File: src/rtl/pipe_hazard_unit_if.sv
// Decode-stage hazard interface: ID instruction fields in, pipeline control,
// forwarding selects and performance counters out.
interface pipe_hazard_unit_if #(
  parameter int unsigned REG_AW     = 5,
  parameter int unsigned FWD_STAGES = 3,
  parameter int unsigned CNT_W      = 32
);
  localparam int unsigned FSW = $clog2(FWD_STAGES + 1);

  logic              id_valid;
  logic [REG_AW-1:0] id_rs1;
  logic [REG_AW-1:0] id_rs2;
  logic              id_use_rs1;
  logic              id_use_rs2;
  logic [REG_AW-1:0] id_rd;
  logic              id_reg_write;
  logic              id_mem_read;
  logic              id_branch_tk;

  logic              pc_write;
  logic              ifid_write;
  logic              ifid_flush;
  logic              idex_bubble;
  logic              stall;
  logic [FSW-1:0]    fwd_sel_a;
  logic [FSW-1:0]    fwd_sel_b;
  logic [CNT_W-1:0]  stall_cnt;
  logic [CNT_W-1:0]  flush_cnt;

  modport master (
    output id_valid, id_rs1, id_rs2, id_use_rs1, id_use_rs2, id_rd, id_reg_write,
           id_mem_read, id_branch_tk,
    input  pc_write, ifid_write, ifid_flush, idex_bubble, stall, fwd_sel_a, fwd_sel_b,
           stall_cnt, flush_cnt
  );

  modport slave (
    input  id_valid, id_rs1, id_rs2, id_use_rs1, id_use_rs2, id_rd, id_reg_write,
           id_mem_read, id_branch_tk,
    output pc_write, ifid_write, ifid_flush, idex_bubble, stall, fwd_sel_a, fwd_sel_b,
           stall_cnt, flush_cnt
  );
endinterface

File: src/rtl/pipe_hazard_unit.sv
// Hazard/forwarding controller: scoreboard of in-flight destinations behind ID,
// driving stall, flush, per-operand forwarding selects and saturating event counters.
module pipe_hazard_unit #(
  parameter int unsigned REG_AW     = 5,
  parameter int unsigned FWD_STAGES = 3,  // must be >= 2
  parameter int unsigned LOAD_LAT   = 2,
  parameter int unsigned FWD_EN     = 1,
  parameter int unsigned CNT_W      = 32
) (
  input logic               clock,
  input logic               reset,
  pipe_hazard_unit_if.slave hz
);
  localparam int unsigned FSW = $clog2(FWD_STAGES + 1);

  // Entry k holds the instruction k stages past ID (1=EX).
  logic [FWD_STAGES:1]               sbV, sbWr, sbLd;
  logic [FWD_STAGES:1][REG_AW-1:0]   sbRd;

  logic [FSW-1:0]   k, kA, kB, selA, selB;
  logic             ldA, ldB, hazA, hazB, stallInt, flushInt;
  logic [CNT_W-1:0] stallCnt, flushCnt;

  function automatic logic hit(input logic [FSW-1:0] stage, input logic [REG_AW-1:0] rs,
                               input logic used);
    return used && (rs != '0) && sbV[stage] && sbWr[stage] && (sbRd[stage] == rs);
  endfunction

  always_comb begin
    k   = '0;
    kA  = '0;
    kB  = '0;
    ldA = 1'b0;
    ldB = 1'b0;
    // Scan oldest to youngest so the youngest matching producer is kept last.
    for (int i = 0; i < int'(FWD_STAGES); i++) begin
      k = FSW'(int'(FWD_STAGES) - i);
      if (hit(k, hz.id_rs1, hz.id_use_rs1)) begin
        kA  = k;
        ldA = sbLd[k];
      end
      if (hit(k, hz.id_rs2, hz.id_use_rs2)) begin
        kB  = k;
        ldB = sbLd[k];
      end
    end

    if (FWD_EN != 0) begin
      hazA = (kA != '0) && ldA && (32'(kA) <= LOAD_LAT);
      hazB = (kB != '0) && ldB && (32'(kB) <= LOAD_LAT);
      selA = hazA ? '0 : kA;
      selB = hazB ? '0 : kB;
    end else begin
      // Write-through regfile covers the oldest stage; anything younger must wait.
      hazA = (kA != '0) && (32'(kA) < FWD_STAGES);
      hazB = (kB != '0) && (32'(kB) < FWD_STAGES);
      selA = '0;
      selB = '0;
    end

    stallInt = hz.id_valid && (hazA || hazB);
    flushInt = hz.id_branch_tk && !stallInt;
  end

  assign hz.stall       = stallInt;
  assign hz.pc_write    = !stallInt;
  assign hz.ifid_write  = !stallInt;
  assign hz.ifid_flush  = flushInt;
  assign hz.idex_bubble = stallInt;
  assign hz.fwd_sel_a   = selA;
  assign hz.fwd_sel_b   = selB;
  assign hz.stall_cnt   = stallCnt;
  assign hz.flush_cnt   = flushCnt;

  always_ff @(posedge clock) begin
    if (reset) begin
      sbV  <= '0;
      sbWr <= '0;
      sbLd <= '0;
      sbRd <= '0;
    end else begin
      sbV  <= {sbV[FWD_STAGES-1:1], hz.id_valid && !stallInt};
      sbWr <= {sbWr[FWD_STAGES-1:1], hz.id_reg_write};
      sbLd <= {sbLd[FWD_STAGES-1:1], hz.id_mem_read};
      sbRd <= {sbRd[FWD_STAGES-1:1], hz.id_rd};
    end
  end

  always_ff @(posedge clock) begin
    if (reset) begin
      stallCnt <= '0;
      flushCnt <= '0;
    end else begin
      if (stallInt && (stallCnt != '1)) stallCnt <= stallCnt + CNT_W'(1);
      if (flushInt && (flushCnt != '1)) flushCnt <= flushCnt + CNT_W'(1);
    end
  end
endmodule

File: src/flat_wrapper.sv
// flat-port wrapper written by rule: the top's interface ports become plain ports
module pipe_hazard_unit_flat 
#(
  parameter int unsigned REG_AW     = 5,
  parameter int unsigned FWD_STAGES = 3,                 
  parameter int unsigned LOAD_LAT   = 2,
  parameter int unsigned FWD_EN     = 1,
  parameter int unsigned CNT_W      = 32
)
  (clock, reset, hz_id_valid, hz_id_rs1, hz_id_rs2, hz_id_use_rs1, hz_id_use_rs2, hz_id_rd, hz_id_reg_write, hz_id_mem_read, hz_id_branch_tk, hz_pc_write, hz_ifid_write, hz_ifid_flush, hz_idex_bubble, hz_stall, hz_fwd_sel_a, hz_fwd_sel_b, hz_stall_cnt, hz_flush_cnt);
  pipe_hazard_unit_if #(.REG_AW(REG_AW), .FWD_STAGES(FWD_STAGES), .CNT_W(CNT_W)) hz_i ();
  input logic clock;
  input logic reset;
  input wire logic [$bits(hz_i.id_valid)-1:0] hz_id_valid;
  input wire logic [$bits(hz_i.id_rs1)-1:0] hz_id_rs1;
  input wire logic [$bits(hz_i.id_rs2)-1:0] hz_id_rs2;
  input wire logic [$bits(hz_i.id_use_rs1)-1:0] hz_id_use_rs1;
  input wire logic [$bits(hz_i.id_use_rs2)-1:0] hz_id_use_rs2;
  input wire logic [$bits(hz_i.id_rd)-1:0] hz_id_rd;
  input wire logic [$bits(hz_i.id_reg_write)-1:0] hz_id_reg_write;
  input wire logic [$bits(hz_i.id_mem_read)-1:0] hz_id_mem_read;
  input wire logic [$bits(hz_i.id_branch_tk)-1:0] hz_id_branch_tk;
  output wire logic [$bits(hz_i.pc_write)-1:0] hz_pc_write;
  output wire logic [$bits(hz_i.ifid_write)-1:0] hz_ifid_write;
  output wire logic [$bits(hz_i.ifid_flush)-1:0] hz_ifid_flush;
  output wire logic [$bits(hz_i.idex_bubble)-1:0] hz_idex_bubble;
  output wire logic [$bits(hz_i.stall)-1:0] hz_stall;
  output wire logic [$bits(hz_i.fwd_sel_a)-1:0] hz_fwd_sel_a;
  output wire logic [$bits(hz_i.fwd_sel_b)-1:0] hz_fwd_sel_b;
  output wire logic [$bits(hz_i.stall_cnt)-1:0] hz_stall_cnt;
  output wire logic [$bits(hz_i.flush_cnt)-1:0] hz_flush_cnt;
  assign hz_i.id_valid = hz_id_valid;
  assign hz_i.id_rs1 = hz_id_rs1;
  assign hz_i.id_rs2 = hz_id_rs2;
  assign hz_i.id_use_rs1 = hz_id_use_rs1;
  assign hz_i.id_use_rs2 = hz_id_use_rs2;
  assign hz_i.id_rd = hz_id_rd;
  assign hz_i.id_reg_write = hz_id_reg_write;
  assign hz_i.id_mem_read = hz_id_mem_read;
  assign hz_i.id_branch_tk = hz_id_branch_tk;
  assign hz_pc_write = hz_i.pc_write;
  assign hz_ifid_write = hz_i.ifid_write;
  assign hz_ifid_flush = hz_i.ifid_flush;
  assign hz_idex_bubble = hz_i.idex_bubble;
  assign hz_stall = hz_i.stall;
  assign hz_fwd_sel_a = hz_i.fwd_sel_a;
  assign hz_fwd_sel_b = hz_i.fwd_sel_b;
  assign hz_stall_cnt = hz_i.stall_cnt;
  assign hz_flush_cnt = hz_i.flush_cnt;
  pipe_hazard_unit #(.REG_AW(REG_AW), .FWD_STAGES(FWD_STAGES), .LOAD_LAT(LOAD_LAT), .FWD_EN(FWD_EN), .CNT_W(CNT_W)) u_core (.clock(clock), .reset(reset), .hz(hz_i));
endmodule
File: config.mk
export PLATFORM = sky130hd
export DESIGN_NAME = pipe_hazard_unit_flat
export DESIGN_NICKNAME = d
export VERILOG_FILES = /design/src/rtl/pipe_hazard_unit_if.sv /design/src/rtl/pipe_hazard_unit.sv /design/src/flat_wrapper.sv
export SDC_FILE = /design/constraint.sdc
export NUM_CORES = 1
export LEC_CHECK = 0
export BUFFER_PORTS_ARGS = -buffer_cell sky130_fd_sc_hd__buf_2
export CAP_MARGIN = 30
export CORE_MARGIN = 8
export CORE_UTILIZATION = 60
export CTS_BUF_LIST = sky130_fd_sc_hd__clkbuf_4
export CTS_CLUSTER_SIZE = 16
export DETAILED_ROUTE_END_ITERATION = 16
export HOLD_SLACK_MARGIN = 0.08
export PLACE_DENSITY = 0.95
export SYNTH_ARGS = -nofsm -noshare
export SYNTH_HDL_FRONTEND = slang
export SYNTH_SLANG_ARGS = --single-unit
File: constraint.sdc
create_clock -name clock -period 3.9 [get_ports clock]
set_clock_uncertainty 0.1 [all_clocks]
set_input_delay 0.39 -clock clock [delete_from_list [all_inputs] [get_ports clock]]
set_output_delay 0.39 -clock clock [all_outputs]
set_load 0.05 [all_outputs]
* After elaboration in Yosys (flattened, before gate mapping)
Cells that the tools add are included.
Operators by class: add/subtract/negate cells 2, magnitude comparators 2, equal/unequal tests 8, mux-type cells 14, reductions and logical operators 35
Operators with widths (number):
- 32-bit by 1-bit adder with 32-bit output, second input constant | 2
- 32-bit inequality test, second input constant | 2
- 5-bit == test | 6
- 1-bit logical AND | 29
- 2-bit two-way mux | 8
- 5-bit nonzero test | 2
- 1-bit two-way mux | 6
- 2-bit less-or-equal comparator, second input constant | 2
- 2-bit nonzero test | 2
- 1-bit zero test | 1
- 1-bit logical OR | 1
Storage, ports and cells: register bits 88, input port bits 23, output and inout port bits 73, word-level logic and storage cells 69

* Longest topological paths before layout
depth after elaboration 16, gate-level depth with buffers 11, depth with buffers taken out 9

* Least setup slack after synthesis
OpenSTA, ideal clock, no wires.
path kind in2out, from input hz_id_rs2[1], to output hz_stall, data arrival time 2.657 ns, required time 3.410 ns, setup slack 0.753 ns, stages on the path 10, buffers on the path 2, cells stage by stage clkbuf_1 > xnor2_1 > nand3_1 > or3_4 > o22ai_4 > nand2_1 > nand2_1 > nand2_1 > inv_1 > buf_4
On the way: longest elaborated chain between the ends 13, elaborated cells on any way between the ends 26, those cells by class order compare (1); eq/ne (3); mux (6); reduce/logical (16)
Ends and longest elaborated chain:
- start: declaration | line flat_wrapper.sv:16 | input wire logic [$bits(hz_i.id_rs2)-1:0] hz_id_rs2;
- branches (longest 10 deep; another with 2-bit less-or-equal comparator)
- 1-bit logical AND * | line pipe_hazard_unit.sv:50 | hazB = (kB != '0) && ldB && (32'(kB) <= LOAD_LAT);
- 1-bit logical OR * | line pipe_hazard_unit.sv:61 | stallInt = hz.id_valid && (hazA || hazB);
- 1-bit logical AND * | line pipe_hazard_unit.sv:61
- end: declaration | line flat_wrapper.sv:27 | output wire logic [$bits(hz_i.stall)-1:0] hz_stall;
Mark *: on every way between the ends.

* Final worst setup path
from register u_core.sbRd[1] (netlist name), to output hz_ifid_flush
On the way: longest elaborated chain between the ends 10, elaborated cells on any way between the ends 20, those cells by class order compare (2); eq/ne (2); mux (4); reduce/logical (12)
Ends and longest elaborated chain:
- start: declaration | line pipe_hazard_unit.sv:18 | logic [FWD_STAGES:1][REG_AW-1:0] sbRd;
- start signal: assignment | line pipe_hazard_unit.sv:85 | sbRd <= {sbRd[FWD_STAGES-1:1], hz.id_rd};
- branches (longest 6 deep; another with 2-bit less-or-equal comparator)
- 1-bit logical OR * | line pipe_hazard_unit.sv:61
- 1-bit logical AND * | line pipe_hazard_unit.sv:61
- 1-bit zero test * | line pipe_hazard_unit.sv:62 | flushInt = hz.id_branch_tk && !stallInt;
- 1-bit logical AND * | line pipe_hazard_unit.sv:62
- end: declaration | line flat_wrapper.sv:25 | output wire logic [$bits(hz_i.ifid_flush)-1:0] hz_ifid_flush;
Marked as above.

==> results.toml <==
[power]
seqPwrFrac = 0.602
p_int_w = 0.001144
irDropWorstVdd_v = 0.0002140
switchingPower_w = 0.0003785
power.leakage_nw = 1.882
p_sw_frac = 0.2486
power.density_nw_per_um2 = 303.5
power_frac_clock = 0.327
combPwrFrac = 0.071

[global_routing]
grt_pass1_wl_mm = 17.78
grtUsageTotal = 0.2162
antenna_found_initial = 0
grt_max_degree = 54
grt_pass1_vias = 3842
grt-ovfl-total = 0

[critical_path]
crit_chain = "xnor2_1 -> nand2_1 -> nor4_2 -> o211a_1 -> a311o_1 -> inv_1 -> buf_2"
endpoint_kind = "output pin"
crit_path_max_fanout = 18
start_kind = "register"
reg2reg_from = "u_core.hz.stall_cnt[15]"
worstPathRequired_ns = 3.41
cpPeakStageDelay_ns = 0.67
critPathTopFamily = "compound AO/OA/AOI/OAI gates"
cp.buffers_inverters = 2
crit_path_top_delay_cell = "a311o_1"
reg2reg_depth = 8
arrival_ns = 3.04
r2r_slack_ns = 0.67
critPathKind = "register to output pin"
r2r_end = "u_core.hz.stall_cnt[12]"

[sta]
final-setup-viol-count = 0
tns_ns = 0
slew_viol_final = 0
rsz0062_at_grt = "false"
period_needed_ns = 3.528
fin_crit_sh = 0.9046
max_freq_mhz = 283.5
hold_viol = 0
slew_headroom = 0.3845
tightest_slew_ns = 0.9232

[yosys]
synth_edf_count = 0
synthArstFlopShare = 0
post_synth.cell_area_avg_um2 = 8.655
synthesis.area_um2 = 4293
yosysWarnings = 0
synth_ff_type = "dfxtp_1"
ys_types = 43
ys_seq_area_frac = 0.4057
syn_inst = 496
syn_nets = 521
ys_seq_elements = 87

[final_layout]
multi_input_area_um2 = 2416
final_nets = 615
nFillCells = 586
area_delta_synth_final_pct = 16.88
seq_area_um2 = 1742
drive_gt1_frac = 0.2185
insertedDiodeCount = 0
fin_util = 0.7069

[cts]
cts_max_level = 3
cts_tree = "yes"
clk_latency_ns = 0.42
root_buffer = "clkbuf_4"
cts_made_buffers = 9
cts_resized = 0
clk_pin_slew_ns = 0.13
clockBufferDepth = 2
clock_sinks = 87

[routing]
firstDrtPassIters = 4
wl_per_cell_um = 15.72
drc_errors = 0
wl_mm = 10.91
drt_iter0_drc = 150
vias = 3956
drtAntennaViolNets = 0
viasPerCell = 5.700

[floorplanning]
pin_count = 96
rows = 31
die_w_um = 100.6
die_height_um = 100.6
die_area_um2 = 10120
core_area_um2 = 7098
start_util = 0.6048

[min_path]
min_from = "hz_id_rd[2]"
hold_end = "u_core.sbRd[2]"
hold_path_class = "input pin to register"
min_path_cells = 2

[run_status]
outcome = "finished, final reports clean"

[placed_design]
port_buffers = 95
globalplace.congestion = 0.9542
dp_hpwl_mm = 8.054

[flow_run]
max_cap_viol_count = 0
==> cell families (layout without fill, tap and decap cells) <==
group,Yosys count,in the layout,synth area share
simple gates,256,256,0.3311
mux,3,3,0.006995
buf+inv,29,128,0.03148
flops,87,87,0.4057
fa+ha+maj,2,2,0.005828
compound gates,39,39,0.05567
xor+xnor,80,80,0.1632
==> area by class of cell <==
cell class | instances | share of cell area
multi-input cells | 380 | 0.4815
flip-flops and latches | 87 | 0.3471
repair buffers | 107 | 0.1157
clock buffers | 10 | 0.01496
well taps | 99 | 0.02469
clock inverters | 6 | 0.01222
inverters | 5 | 0.003741
==> worst max-delay path by stage <==
stage,end,slack (ns),from,cells past startpoint
floorplan,hz_stall,0.75,hz_id_rs2[1],10
global placement,u_core.hz.flush_cnt[12],0.70,hz_id_rs1[1],10
detailed placement,u_core.hz.flush_cnt[12],0.61,hz_id_rs2[0],10
CTS,hz_ifid_flush,0.38,u_core.sbRd[1],7
global route,hz_ifid_flush,0.18,u_core.sbRd[1],7
finish,hz_ifid_flush,0.37,u_core.sbRd[1],7
==> layer usage <==
layer	GRT usage	wire length, um	vias up	part of all wire
met4	0.1174	373	0	0.034
met2	0.3647	5320	151	0.49
met5	0	0	-	0
met1	0.2546	4561	1859	0.42
met3	0.03660	657	34	0.060
li1	-	-	1912	-
==> worst reg2reg max path, stage by stage (launching register included) <==
cell     delay (ns)
dfxtp_1        0.44
nand4_1        0.24
nor4_2         0.61
nand4_1        0.34
and4_1         0.31
a32oi_1        0.62
nor3b_1        0.15
xnor2_1        0.20
nor2_1         0.08
==> metrics by stage <==
step	setup WS [ns]	power (W)	cells	cell area (um^2)	hold WS, ns
3_5_place_dp	0.6090	0.001038	672	4821	0.3901
3_3_place_gp	0.6966	0.001034	672	4821	0.3697
4_1_cts	0.3827	0.001533	693	5007	0.08864
6_report	0.3722	0.001523	694	5017	0.1154
2_1_floorplan	0.7528	0.001004	496	4293	0.3606
5_1_grt	0.1775	0.001591	694	5017	0.08776
==> synth_stat cells, types with 2 or more instances <==
master	n	area, um^2
buf_4	2	15.01
ha_1	2	25.02
buf_1	2	7.510
nor2_4	2	22.52
and2_1	2	12.51
inv_1	5	18.77
nand3_1	28	140.1
nand2_1	35	131.4
a21oi_1	14	70.07
buf_6	2	22.52
dfxtp_1	87	1742
o21ai_0	15	75.07
nor4_4	2	42.54
nor2b_1	23	143.9
nor3b_1	5	37.54
or4_4	2	22.52
nor4_2	4	50.05
or2_2	2	12.51
nor4_1	11	68.82
nand4_1	18	112.6
xnor2_1	68	595.6
nor4b_1	5	43.79
and3_1	10	62.56
clkbuf_1	15	56.30
nor3_1	27	135.1
xor2_1	12	105.1
mux2i_1	3	30.03
a22oi_1	2	15.01
and4_1	8	70.07
nor2_1	58	217.7
or3_1	12	75.07
buf_2	2	10.01
==> state kept, by name (all words and copies together) (netlist names) <==
register / flops
u_core.sbWr: 3
u_core.sbLd: 2
u_core.sbRd: 15
u_core.sbV: 3
u_core.hz.flush_cnt: 32
u_core.hz.stall_cnt: 32
==> power groups by stage <==
stage | combinational, W | clock [W] | sequential [W]
final | 0.000108 | 0.000498 | 0.000917
after global routing | 0.000117 | 0.000556 | 0.000919
after CTS | 0.000107 | 0.000510 | 0.000916
after detailed placement | 0.000102 | 0 | 0.000936
after global placement | 0.0000995 | 0 | 0.000935
after floorplan | 0.0000668 | 0 | 0.000938
==> timing repair <==
item	4_1_cts	5_1_grt
hold endpoints to repair	5	1
buffers inserted	0	0
hold buffers	5	1
==> layout by cell type, fill, tap and decap left out, drive strengths merged, types with 12 or more instances in the layout <==
master and instances:
nand2 35, nor3 27, o21ai 16, dfxtp 87, xor2 12, nand3 28, nor2 60, nor2b 23
xnor2 68, or3 13, nand4 18, nor4 17, buf 101, a21oi 14
Note: power is estimated with default switching activity, not from simulation.
